### src/rtl/bist_misr_analyzer_pkg.sv
// Shared BIST package.
// Holds the MISR/pattern-generator feedback polynomial, the pattern counter
// width and the analyzer FSM state encoding.
package bist_misr_analyzer_pkg;

  // x^8 + x^4 + x^3 + x^2 + 1. The pattern generator LFSR uses the same taps.
  localparam logic [7:0] POLY_8 = 8'h1D;

  localparam int PAT_CNT_W = 16;

  typedef enum logic [1:0] {
    IDLE = 2'b00,
    RUN  = 2'b01,
    DONE = 2'b10
  } state_t;

endpackage

### src/rtl/bist_misr_analyzer_if.sv
// Bus between the BIST controller / CUT and the output response analyzer.
//   start       controller -> analyzer  one-cycle run request
//   resp_valid  CUT -> analyzer         resp_data holds a response this cycle
//   resp_data   CUT -> analyzer         response word
//   busy/done/pass, signature, pat_count  analyzer -> controller status
//
// Handshake: valid-only, no back-pressure. A word is transferred on every
// rising clock edge where resp_valid=1 and the analyzer is in RUN; words
// presented in IDLE or DONE are dropped. resp_valid may be low for any number
// of cycles between words.
interface bist_misr_analyzer_if
  import bist_misr_analyzer_pkg::*;
#(
  parameter int WIDTH = 8
);

  logic                 start;
  logic                 resp_valid;
  logic [WIDTH-1:0]     resp_data;
  logic                 busy;
  logic                 done;
  logic                 pass;
  logic [WIDTH-1:0]     signature;
  logic [PAT_CNT_W-1:0] pat_count;

  modport master (
    output start, resp_valid, resp_data,
    input  busy, done, pass, signature, pat_count
  );

  modport slave (
    input  start, resp_valid, resp_data,
    output busy, done, pass, signature, pat_count
  );

endinterface

### src/rtl/bist_misr_analyzer_core.sv
// Pure WIDTH-bit multiple-input signature register.
//   clk, rst   clock / async active-high reset (register <- SEED)
//   load       synchronous reload to SEED (has priority over en)
//   en         compress d into the register this cycle
//   d          input word
//   sig        current register contents
//   sig_next   value the register takes if en is asserted this cycle
module bist_misr_core #(
  parameter int               WIDTH = 8,
  parameter logic [WIDTH-1:0] POLY  = 8'h1D,
  parameter logic [WIDTH-1:0] SEED  = '0
) (
  input  logic             clk,
  input  logic             rst,
  input  logic             load,
  input  logic             en,
  input  logic [WIDTH-1:0] d,
  output logic [WIDTH-1:0] sig,
  output logic [WIDTH-1:0] sig_next
);

  // Galois-style step: shift up, fold the MSB back in through the taps,
  // then XOR in the parallel data word. All modulo-2, no carries.
  always_comb begin
    sig_next    = '0;
    sig_next[0] = (sig[WIDTH-1] & POLY[0]) ^ d[0];
    for (int i = 1; i < WIDTH; i++) begin
      sig_next[i] = sig[i-1] ^ (sig[WIDTH-1] & POLY[i]) ^ d[i];
    end
  end

  always_ff @(posedge clk or posedge rst) begin
    if (rst) begin
      sig <= SEED;
    end else if (load) begin
      sig <= SEED;
    end else if (en) begin
      sig <= sig_next;
    end
  end

endmodule

### src/rtl/bist_misr_analyzer.sv
// BIST output response analyzer.
// Compresses N_PATTERNS accepted CUT responses into a MISR signature, then
// compares the signature with GOLDEN and reports done/pass.
//   clk, rst    clock / async active-high reset
//   bus         analyzer side of bist_misr_analyzer_if (start, resp_*, status)
//   dbg_state   current FSM state, for observation only
module bist_misr_analyzer
  import bist_misr_analyzer_pkg::*;
#(
  parameter int               WIDTH      = 8,
  parameter logic [WIDTH-1:0] POLY       = POLY_8,
  parameter logic [WIDTH-1:0] SEED       = 8'h00,
  parameter int               N_PATTERNS = 255,
  parameter logic [WIDTH-1:0] GOLDEN     = 8'h00
) (
  input  logic                    clk,
  input  logic                    rst,
  bist_misr_analyzer_if.slave     bus,
  output state_t                  dbg_state
);

  localparam logic [PAT_CNT_W-1:0] LAST_IDX = PAT_CNT_W'(N_PATTERNS - 1);

  state_t               state_q, state_d;
  logic                 load, en;
  logic [PAT_CNT_W-1:0] pat_count_q;
  logic                 pass_q;
  logic [WIDTH-1:0]     sig, sig_next;

  bist_misr_core #(
    .WIDTH (WIDTH),
    .POLY  (POLY),
    .SEED  (SEED)
  ) u_core (
    .clk      (clk),
    .rst      (rst),
    .load     (load),
    .en       (en),
    .d        (bus.resp_data),
    .sig      (sig),
    .sig_next (sig_next)
  );

  always_ff @(posedge clk or posedge rst) begin
    if (rst) begin
      state_q <= IDLE;
    end else begin
      state_q <= state_d;
    end
  end

  // start is only honoured from IDLE or DONE; resp_valid only in RUN.
  always_comb begin
    state_d = state_q;
    load    = 1'b0;
    en      = 1'b0;
    case (state_q)
      IDLE: begin
        if (bus.start) begin
          load    = 1'b1;
          state_d = RUN;
        end
      end
      RUN: begin
        if (bus.resp_valid) begin
          en = 1'b1;
          if (pat_count_q == LAST_IDX) begin
            state_d = DONE;
          end
        end
      end
      DONE: begin
        if (bus.start) begin
          load    = 1'b1;
          state_d = RUN;
        end
      end
      default: state_d = IDLE;
    endcase
  end

  always_ff @(posedge clk or posedge rst) begin
    if (rst) begin
      pat_count_q <= '0;
    end else if (load) begin
      pat_count_q <= '0;
    end else if (en) begin
      pat_count_q <= pat_count_q + 1'b1;
    end
  end

  // pass is judged on the signature the final step produces, so it is valid
  // in the same cycle done rises and then held until the next start.
  always_ff @(posedge clk or posedge rst) begin
    if (rst) begin
      pass_q <= 1'b0;
    end else if (load) begin
      pass_q <= 1'b0;
    end else if (en && (state_d == DONE)) begin
      pass_q <= (sig_next == GOLDEN);
    end
  end

  assign bus.busy      = (state_q == RUN);
  assign bus.done      = (state_q == DONE);
  assign bus.pass      = pass_q;
  assign bus.signature = sig;
  assign bus.pat_count = pat_count_q;
  assign dbg_state     = state_q;

endmodule

### src/flat_wrapper.sv
// flat-port wrapper written by rule: the top's interface ports become plain ports
module bist_misr_analyzer_flat import bist_misr_analyzer_pkg::*;
#(
  parameter int               WIDTH      = 8,
  parameter logic [WIDTH-1:0] POLY       = POLY_8,
  parameter logic [WIDTH-1:0] SEED       = 8'h00,
  parameter int               N_PATTERNS = 255,
  parameter logic [WIDTH-1:0] GOLDEN     = 8'h00
)
  (clk, rst, dbg_state, bus_start, bus_resp_valid, bus_resp_data, bus_busy, bus_done, bus_pass, bus_signature, bus_pat_count);
  bist_misr_analyzer_if #(.WIDTH(WIDTH)) bus_i ();
  input  logic clk;
  input  logic rst;
  output state_t dbg_state;
  input wire logic [$bits(bus_i.start)-1:0] bus_start;
  input wire logic [$bits(bus_i.resp_valid)-1:0] bus_resp_valid;
  input wire logic [$bits(bus_i.resp_data)-1:0] bus_resp_data;
  output wire logic [$bits(bus_i.busy)-1:0] bus_busy;
  output wire logic [$bits(bus_i.done)-1:0] bus_done;
  output wire logic [$bits(bus_i.pass)-1:0] bus_pass;
  output wire logic [$bits(bus_i.signature)-1:0] bus_signature;
  output wire logic [$bits(bus_i.pat_count)-1:0] bus_pat_count;
  assign bus_i.start = bus_start;
  assign bus_i.resp_valid = bus_resp_valid;
  assign bus_i.resp_data = bus_resp_data;
  assign bus_busy = bus_i.busy;
  assign bus_done = bus_i.done;
  assign bus_pass = bus_i.pass;
  assign bus_signature = bus_i.signature;
  assign bus_pat_count = bus_i.pat_count;
  bist_misr_analyzer #(.WIDTH(WIDTH), .POLY(POLY), .SEED(SEED), .N_PATTERNS(N_PATTERNS), .GOLDEN(GOLDEN)) u_core (.clk(clk), .rst(rst), .bus(bus_i), .dbg_state(dbg_state));
endmodule
### config.mk
export PLATFORM = sky130hd
export DESIGN_NAME = bist_misr_analyzer_flat
export DESIGN_NICKNAME = d
export VERILOG_FILES = /design/src/rtl/bist_misr_analyzer_pkg.sv /design/src/rtl/bist_misr_analyzer_if.sv /design/src/rtl/bist_misr_analyzer_core.sv /design/src/rtl/bist_misr_analyzer.sv /design/src/flat_wrapper.sv
export SDC_FILE = /design/constraint.sdc
export NUM_CORES = 1
export LEC_CHECK = 0
export ABC_AREA = 1
export CAP_MARGIN = 20
export CORE_ASPECT_RATIO = 1.75
export CORE_UTILIZATION = 49
export CTS_CLUSTER_SIZE = 10
export DETAILED_ROUTE_END_ITERATION = 8
export GPL_TIMING_DRIVEN = 0
export MAX_ROUTING_LAYER = met4
export PLACE_DENSITY = 0.84
export SLEW_MARGIN = 30
export SYNTH_ARGS = -nofsm -noshare
export SYNTH_HDL_FRONTEND = slang
export SYNTH_HIERARCHICAL = 1
export SYNTH_SLANG_ARGS = --single-unit
### constraint.sdc
create_clock -name clk -period 1.62 [get_ports clk]
set_input_delay 0.162 -clock clk [delete_from_list [all_inputs] [get_ports clk]]
set_output_delay 0.162 -clock clk [all_outputs]
set_load 0.02 [all_outputs]
==> results of run 1 <==
## through the flow
step	hold slack [ns]	setup slack, ns
floorplan	-0.02234	0.1405
global placement	0.4656	0.05423
finish	0.1544	0.07932
CTS	0.1634	0.03059
global route	0.1807	0.01266
detailed placement	0.4635	-0.006453
## cell usage after synthesis, types with 4 or more instances
| library cell | number | area (sq um) |
|---|---|---|
| dfrtp_1 | 27 | 675.7 |
| inv_1 | 41 | 153.9 |
| nand4_1 | 8 | 50.05 |
| xnor2_1 | 5 | 43.79 |
| o21ai_0 | 8 | 40.04 |
| nor2_1 | 26 | 97.59 |
| nor2_2 | 4 | 25.02 |
| nand3_1 | 20 | 100.1 |
| a21oi_1 | 5 | 25.02 |
| nand2_1 | 71 | 266.5 |
## path summary, 6_finish.rpt
check	start	to	slack (ns)	depth (start not counted)
max	u_core/bus.pat_count[5]$_DFFE_PP0P_	bus_pat_count[5]	0.08	1
min	rst	u_core/u_core/sig[6]$_DFFE_PP0P_	0.15	2
max reg2reg	u_core/dbg_state[0]$_DFF_PP0_	u_core/u_core/sig[5]$_DFFE_PP0P_	0.14	9
min reg2reg	u_core/bus.pass$_DFFE_PP0P_	u_core/bus.pass$_DFFE_PP0P_	0.53	2
max in group asynchronous	rst	u_core/bus.pass$_DFFE_PP0P_	0.80	2
min in group clk	bus_start	u_core/dbg_state[1]$_DFF_PP0_	0.51	2
## metal layers
| layer | vias to the layer above | GRT usage | part of all wire |
|---|---|---|---|
| li1 | 841 | - | - |
| met1 | 781 | 0.2239 | 0.36 |
| met2 | 58 | 0.4915 | 0.58 |
| met3 | 12 | 0.02715 | 0.032 |
| met4 | 0 | 0.1265 | 0.027 |
| met5 | - | - | 0 |
## power by group through the flow
stage               combinational [W]  sequential, W  clock, W
floorplan                    0.000534        0.00120         0
global placement              0.00120        0.00103         0
detailed placement            0.00123        0.00103         0
CTS                           0.00123        0.00102  0.000397
global route                  0.00134        0.00104  0.000413
finish                        0.00122        0.00102  0.000391
## cell families (layout without fill, tap and decap cells)
family / after synthesis / in the layout / share of synthesized area
flip-flops: 27 / 27 / 0.4024
XOR/XNOR: 5 / 5 / 0.02608
AO/OA/AOI/OAI: 18 / 18 / 0.06036
AND/OR/NAND/NOR: 144 / 144 / 0.3949
buffers and inverters: 45 / 89 / 0.1013
adder cells (fa/ha/maj): 2 / 2 / 0.01490
## area by class of cell
class / instances / share of cell area
clock inverters: 1 / 0.003440
flip-flops and latches: 27 / 0.3096
plain buffers: 1 / 0.002294
multi-input cells: 169 / 0.3819
repair buffers: 40 / 0.1835
well taps: 43 / 0.02466
inverters: 44 / 0.07569
clock buffers: 3 / 0.01892
## state kept, by name, indices dropped and copies added, names as in the netlist
name / cells
u_core/dbg_state: 2
u_core/u_core/sig: 8
u_core/bus.pat_count: 16
u_core/bus.pass: 1
==> metrics.cfg, run 1 <==
[sta]
slew_violations = 0
fin_crit_sh = 0.9510
rsz0062_at_grt = false
worst_slew_pin_slew_ns = 0.7580
timing_hold_violations_final = 0
clock_skew_ns = 0.004395
setup_viol = 0
fin_crit_ns = 1.541
relSlewSlack = 0.4941
fin_setup_tns_ns = 0
fmax_mhz = 649.1

[detailed_routing]
drt_pass1_iterations = 4
avgViaCountPerCell = 5.159
drtAntennaViolNets = 0
vias = 1692
wirelength_um = 4201
route.detailed.drc = 0
wl_per_cell_um = 12.81
first_iter_violations = 63

[clock_tree]
cts_buffers = 3
cts_max_level = 1
cts_tree = done
clk_latency_ns = 0.27
post_cts_resized = 2
cts_buffer_depth = 2
cts_root_buffer = clkbuf_8
cts_hold_buf = 0
clk_pin_slew_ns = 0.10
cts_sinks = 27
cts_setup_buffers = 0

[place]
io_buffer_count = 40
dp.cells = 324
dp_hpwl_um = 3382
gp_congestion = 0.9153
placed_area_sq_mm = 0.002133

[final_layout]
antenna_cells = 0
syn_to_final_growth_pct = 29.96
postLayoutCellArea_sq_mm = 0.002182
multi_input_area_sq_um = 833.3
fill_cells = 285
mostFrequentLayoutCells = 71 x nand2_1, 41 x inv_1, 37 x clkdlybuf4s50_1, 27 x dfrtp_1, 26 x nor2_1
drive_above_1_share = 0.07368
layout.cells.most_common = nand2_1
seqCellArea_sq_um = 675.6
fin_cells = 328
final_nets = 300
final_util = 0.6799

[worst_setup_path]
cp_num_buf_inv = 1
cp_cell_sequence = clkdlybuf4s50_1
critPathSlowestCell = clkdlybuf4s50_1
cp-start-kind = register
critPathCaptureType = output port
crit_path_max_fanout = 7
arrival_ns = 1.38
max_stage_delay_ns = 0.64
cp.required_ns = 1.46
worstSetupPathType = register to output port
cp_top_family = buffers and inverters

[synthesis]
syn-instance-count = 241
ys_ff_latch = 27
synth_edf_count = 0
synthFlopType = dfrtp_1
synth.yosys.seq_area_share = 0.4024
syn_area_sq_mm = 0.001679
async_reset_ff_frac = 1.000
syn-num-nets = 255
yosys_warnings = 6
synth_cell_types = 25
avgSynthCellArea_sq_um = 6.967

[floorplan]
num_rows = 27
die_x_um = 46.25
core_sq_mm = 0.003209
start_util = 0.5232
dieArea_sq_mm = 0.003674
pin_count = 41
die_h_um = 79.44

[power]
p_sw_frac = 0.4165
power.density_mw_per_mm2 = 1204
p_total_w = 0.002626
p_clk_frac = 0.149
seqPwrFrac = 0.387
internal_power_w = 0.001533
power_switching_w = 0.001094
pwr-share-comb = 0.464
peakVddDrop_v = 0.0009702
leakage_nw = 1.094

[grt]
grt_max_degree = 20
grt_first_pass_wirelength_um = 6693
track_usage = 0.2561
grt_pass1_vias = 1659
gr-total-overflow = 0
antenna_found_initial = 0

[flow_run]
cap_violations = 0

[status]
status = finished, final reports clean

[hold_path]
hp-class = input pin to async pin

Power figures use the tool's default switching activity.
==> run 2: changes to the inputs <==
Settings changed: CORE_UTILIZATION 49 to 44, PLACE_DENSITY 0.84 to 0.8.
Clock period 1.62 ns to 1.3 ns, I/O delays scaled along.
==> run 2 against run 1 <==
The run now ends with setup timing left. Flip-flop and latch count unchanged. First-iteration DRC count shrank 37%. Cell area is 3.8% higher. Non-clock buffer count is 7 higher. Count of clock-buffer cells in the layout is the same.
==> metrics.cfg, run 2 (synthesis gave the netlist of run 1 again) <==
[final_layout]
final_nets = 307  ; +2.3%
drive_above_1_share = 0.1918  ; +0.1181
mostFrequentLayoutCells = 69 x nand2_1, 34 x inv_1, 25 x dlygate4sd2_1, 22 x nor2_1
fill_cells = 351  ; +23%
largest_reg_flops = 16  ; unchanged
syn_to_final_growth_pct = 34.95
layout.cells.most_common = nand2_1
final_util = 0.6245  ; -0.05544
antenna_cells = 0  ; unchanged

[place]
io_buffer_count = 40  ; unchanged
dp_slack_ns = -0.3523  ; -0.3459 ns
dp_hpwl_um = 3360  ; -0.64%
gp_congestion = 0.8925  ; -2.5%

[sta]
fmax_mhz = 723.8
clock_skew_ns = 0.002917  ; -0.001478 ns
relSlewSlack = 0.5020  ; +0.007864
setup_viol = 5  ; +5
hold-worst-slack_ns = 0.1355  ; -0.01888 ns
setup_ws_ns = -0.08168  ; -0.1610 ns
fin_crit_sh = 1.063
rsz0062_at_grt = true
slew_violations = 0  ; unchanged
fin_crit_ns = 1.382
timing_hold_violations_final = 0  ; unchanged
worst_slew_pin_slew_ns = 0.7462  ; -0.01178 ns

[worst_setup_path]
r2r_cells = 5  ; -4
cp_cell_sequence = nand2_1 -> nor3_4 -> nand2_1 -> o21ai_0 -> a21oi_1
worstSetupPathType = register to register
cp_top_family = simple AND/OR/NAND/NOR gates
rr_startpoint = u_core/bus.pat_count[4]$_DFFE_PP0P_
cp.required_ns = 1.46  ; about the same
critPathCaptureType = register
critPathLaunch = u_core/bus.pat_count[4]$_DFFE_PP0P_
cp_num_buf_inv = 0  ; -1
r2r_slack_ns = -0.08  ; -0.22 ns
arrival_ns = 1.54  ; +0.16 ns
critPathSlowestCell = dfrtp_1
r2r-end = u_core/bus.pat_count[6]$_DFFE_PP0P_
max_stage_delay_ns = 0.49  ; -0.15 ns
cp.depth = 5  ; +4
crit_path_max_fanout = 8  ; +1
crit_path_frequent_cell = nand2_1
cp-start-kind = register
endpoint = u_core/bus.pat_count[6]$_DFFE_PP0P_

[clock_tree]
clk_latency_ns = 0.27  ; about the same
cts_root_buffer = clkbuf_8
cts_max_level = 1  ; unchanged
cts_sinks = 27  ; unchanged
cts_tree = done
cts_buffer_depth = 2  ; unchanged
clk_pin_slew_ns = 0.09  ; about the same
cts_buffers = 3  ; unchanged

[floorplan]
die_h_um = 83.72  ; +5.4%
num_rows = 29  ; +7.4%
start_util = 0.4628  ; -0.06044
die_x_um = 48.70  ; +5.3%
pin_count = 41  ; unchanged
dieArea_sq_mm = 0.004077  ; +11%
core_sq_mm = 0.003628  ; +13%

[flow_run]
cap_violations = 0  ; unchanged

[power]
p_sw_frac = 0.4324  ; +0.01594
power.density_mw_per_mm2 = 1468  ; +22%
seqPwrFrac = 0.391  ; +0.004
p_clk_frac = 0.145  ; -0.004
pwr-share-comb = 0.465  ; about the same
internal_power_w = 0.001888  ; +23%
leakage_nw = 1.213  ; +11%
peakVddDrop_v = 0.001145  ; +18%
power_switching_w = 0.001439  ; +32%

[detailed_routing]
avgViaCountPerCell = 5.207  ; +0.94%
route.detailed.drc = 0  ; unchanged
vias = 1760  ; +4.0%
first_iter_violations = 40  ; -37%
wirelength_um = 4377  ; +4.2%
drt_pass1_iterations = 4  ; unchanged
wl_per_cell_um = 12.95  ; +1.1%
drtAntennaViolNets = 0  ; unchanged

[grt]
grt_first_pass_wirelength_um = 7051  ; +5.3%
antenna_found_initial = 0  ; unchanged
track_usage = 0.2298  ; -0.02635
gr-total-overflow = 0  ; unchanged
grt_max_degree = 20  ; unchanged
grt_pass1_vias = 1679  ; +1.2%

[hold_path]
hp-class = input pin to async pin

[status]
violations = setup timing
status = complete, but fails checks

==> run 2: changes by cell type in the layout (fill, tap and decap cells not counted), sizes merged <==
cell / before / now
buf: 1 / 10
clkbuf: 3 / 4
clkdlybuf4s15: 0 / 1
clkdlybuf4s50: 37 / 11
clkinv: 0 / 1
clkinvlp: 1 / 0
dlygate4sd2: 2 / 25
dlymetal6s2s: 1 / 0
==> run 2: area by class of cell <==
type	instances	area [sq um]	share of cell area
Tap cell	46	57.56	0.02540
Timing Repair Buffer	47	409.1	0.1806
Buffer	1	5.005	0.002209
Clock inverter	1	5.005	0.002209
Multi-Input combinational cell	169	887.1	0.3915
Inverter	44	175.2	0.07731
Sequential cell	27	685.7	0.3026
Clock buffer	3	41.29	0.01822
==> run 2: power groups by stage <==
stage               clock [W]  combinational (W)  sequential (W)
global route         0.000530            0.00169         0.00134
detailed placement          0            0.00153         0.00130
floorplan                   0           0.000684         0.00150
CTS                  0.000495            0.00144         0.00128
finish               0.000481            0.00155         0.00130
global placement            0            0.00150         0.00130
==> run 2: how the worst min path moves through the flow <==
| stage | from | depth (start not counted) | end | slack (ns) |
|---|---|---|---|---|
| floorplan | rst | 1 | u_core/u_core/sig[0]$_DFFE_PP0P_ | -0.05 |
| global placement | rst | 2 | u_core/u_core/sig[0]$_DFFE_PP0P_ | 0.44 |
| detailed placement | rst | 2 | u_core/u_core/sig[0]$_DFFE_PP0P_ | 0.44 |
| CTS | rst | 2 | u_core/u_core/sig[0]$_DFFE_PP0P_ | 0.14 |
| global route | rst | 2 | u_core/u_core/sig[6]$_DFFE_PP0P_ | 0.18 |
| finish | rst | 2 | u_core/u_core/sig[0]$_DFFE_PP0P_ | 0.14 |
==> run 2: timing repair <==
item	CTS	global route
pin swaps	3	4
resized for setup	39	20
setup endpoints to repair	44	27
setup buffers	2	5
hold buffers	0	0
==> run 2: routing by layer <==
| metal | up-vias | track usage | part of all wire |
|---|---|---|---|
| met5 | - | - | 0 |
| met4 | 0 | 0.1150 | 0.037 |
| met3 | 11 | 0.01639 | 0.035 |
| met2 | 62 | 0.4356 | 0.58 |
| met1 | 833 | 0.2263 | 0.35 |
| li1 | 854 | - | - |
==> run 2: through the flow <==
step           instance area [sq um]  total power (W)  cells  setup TNS, ns
2_1_floorplan                   1693         0.002189    241        -0.2832
3_3_place_gp                    2151         0.002799    327         -1.840
3_5_place_dp                    2151         0.002829    327         -2.085
4_1_cts                         2197         0.003221    333       -0.08708
5_1_grt                         2266         0.003554    338         -1.537
6_report                        2266         0.003327    338        -0.2400
==> run 3: changes to the inputs <==
Settings changed: CORE_ASPECT_RATIO 1.75 to default, GPL_ROUTABILITY_DRIVEN from default to 0.
==> run 3 against run 2 <==
The flow still finishes with violations (setup timing). Flip-flop and latch count unchanged. Register-to-register slack better by 0.06 ns. Combinational power is essentially flat. Die area decreased by 0.23%. Via count is 2.6% lower. Non-clock buffer count rose by 1. Cell area increased by 1.7%. Critical path type unchanged. Largest cell class unchanged.
==> metrics.cfg, run 3 (synthesis gave the netlist of run 1 again) <==
[status]
status = complete, but fails checks
violations = setup timing

[power]
leakage_nw = 1.219  ; +0.56%
peakVddDrop_v = 0.001018  ; -11%
p_clk_frac = 0.143  ; -0.002
internal_power_w = 0.001921  ; +1.7%
pwr-share-comb = 0.471  ; +0.006
p_sw_frac = 0.4282  ; -0.004236
p_total_w = 0.003359  ; +0.96%
seqPwrFrac = 0.386  ; -0.005
power_switching_w = 0.001438  ; about the same
power.density_mw_per_mm2 = 1457  ; -0.74%

[detailed_routing]
avgViaCountPerCell = 5.029  ; -3.4%
route.detailed.drc = 0  ; unchanged
wl_per_cell_um = 12.01  ; -7.2%
wirelength_um = 4096  ; -6.4%
drt_pass1_iterations = 4  ; unchanged
first_iter_violations = 121  ; +200%
drtAntennaViolNets = 0  ; unchanged
vias = 1715  ; -2.6%

[final_layout]
mostFrequentLayoutCells = 68 x nand2_1, 34 x inv_1, 25 x dlygate4sd2_1, 22 x nor2_1
drive_above_1_share = 0.2048  ; +0.01300
final_nets = 308  ; +0.33%
largest_reg_flops = 16  ; unchanged
antenna_cells = 0  ; unchanged
postLayoutCellArea_sq_mm = 0.002305  ; +1.7%
syn_to_final_growth_pct = 37.26
seqCellArea_sq_um = 685.7  ; unchanged
multi_input_area_sq_um = 908.4  ; +2.4%
layout.cells.most_common = nand2_1
fill_cells = 337  ; -4.0%

[sta]
fin_crit_ns = 1.324  ; -0.05775 ns
clock_skew_ns = 0.01460  ; +0.01168 ns
hold-worst-slack_ns = 0.1161  ; -0.01939 ns
relSlewSlack = 0.4917  ; -0.01032
setup_ws_ns = -0.02393  ; +0.05775 ns
setup_viol = 2  ; -3
fin_crit_sh = 1.018  ; -0.04442
worst_slew_pin_slew_ns = 0.7617  ; +0.01547 ns
fmax_mhz = 755.3  ; +4.4%
slew_violations = 0  ; unchanged
timing_hold_violations_final = 0  ; unchanged
rsz0062_at_grt = true

[hold_path]
hp-class = input pin to async pin

[worst_setup_path]
arrival_ns = 1.55  ; about the same
r2r_slack_ns = -0.02  ; +0.06 ns
crit_path_max_fanout = 6  ; -2
cp_cell_sequence = inv_2 -> nand3_1 -> and2_1 -> nor2_1 -> nand3_1 -> nor4_2 -> nand2_1 -> nand2_1
critPathLaunch = u_core/u_core/sig[7]$_DFFE_PP0P_
rr_startpoint = u_core/u_core/sig[7]$_DFFE_PP0P_
critPathCaptureType = register
cp.required_ns = 1.52  ; +0.06 ns
max_stage_delay_ns = 0.46  ; -0.03 ns
critPathSlowestCell = dfrtp_2
worstSetupPathType = register to register
cp-start-kind = register

[clock_tree]
cts_root_buffer = clkbuf_8
cts_max_level = 1  ; unchanged
clk_pin_slew_ns = 0.10  ; about the same
cts_buffers = 3  ; unchanged
clk_latency_ns = 0.28  ; about the same
cts_sinks = 27  ; unchanged
cts_buffer_depth = 2  ; unchanged
cts_tree = done

[place]
dp_hpwl_um = 2962  ; -12%
dp_slack_ns = -0.2674  ; +0.08492 ns
placed_area_sq_mm = 0.002153  ; +0.12%
io_buffer_count = 40  ; unchanged

[floorplan]
pin_count = 41  ; unchanged
num_rows = 22  ; -24%
dieArea_sq_mm = 0.004067  ; -0.23%
die_x_um = 63.78  ; +31%
start_util = 0.4586  ; -0.004112
die_h_um = 63.78  ; -24%
core_sq_mm = 0.003661  ; +0.90%

[grt]
grt_pass1_vias = 1561  ; -7.0%
grt_first_pass_wirelength_um = 6948  ; -1.5%
gr-total-overflow = 0  ; unchanged
grt_max_degree = 20  ; unchanged
track_usage = 0.2231  ; -0.006656
antenna_found_initial = 0  ; unchanged

[flow_run]
cap_violations = 0  ; unchanged

[run 3: path summary, 6_finish.rpt]
| kind | end | depth (start not counted) |
|---|---|---|
| min | u_core/u_core/sig[2]$_DFFE_PP0P_ | 2 |
| min in group clk | u_core/dbg_state[1]$_DFF_PP0_ | 2 |
| max in group asynchronous | u_core/bus.pat_count[3]$_DFFE_PP0P_ | 2 |
| max | u_core/bus.pass$_DFFE_PP0P_ | 8 |
| max reg2reg | u_core/bus.pass$_DFFE_PP0P_ | 8 |
| min reg2reg | u_core/dbg_state[1]$_DFF_PP0_ | 1 |
[run 3: layout make-up]
cell class                 count  area share
multi-input combinational    169      0.3941
sequential                    27      0.2975
clock buffer                   3     0.01792
timing repair buffer          48      0.1851
buffer                         1    0.002172
tap                           48     0.02606
clock inverter                 1    0.002172
inverter                      44     0.07492
[run 3: what timing repair did]
item,in CTS,in global routing
hold buffers,0,0
endpoints found under the setup margin,41,28
gates resized for setup,37,31
pin swaps,4,4
setup buffers,3,5
[run 3: per-layer routing]
metal,wire (um),global-route usage,up-vias,part of all wire
li1,-,-,864,-
met1,1911,0.3084,797,0.47
met2,1938,0.3311,52,0.47
met3,211,0.04286,2,0.052
met4,35,0.06534,0,0.0085
met5,0,-,-,0
[run 3: per-stage QoR]
step                        util  setup TNS (ns)  instances
final                     0.6295        -0.02763        341
after global routing      0.6295          -1.648        341
after CTS                 0.5981        -0.08443        336
after detailed placement  0.5882          -1.745        329
after global placement    0.5882          -1.464        329
after floorplan                -         -0.2832        241
[run 3: power by group through the flow]
stage          logic, W  registers (W)  clock network [W]
6_report        0.00158        0.00130           0.000480
5_1_grt         0.00176        0.00134           0.000531
4_1_cts         0.00140        0.00128           0.000507
3_5_place_dp    0.00151        0.00130                  0
3_3_place_gp    0.00149        0.00130                  0
2_1_floorplan  0.000684        0.00150                  0
[run 3: critical path: cells and delay by family, from the launching register on]
family	cells	cell delay, ns
flip-flops	1	0.46
AND/OR/NAND/NOR	7	0.72
buffers and inverters	1	0.10
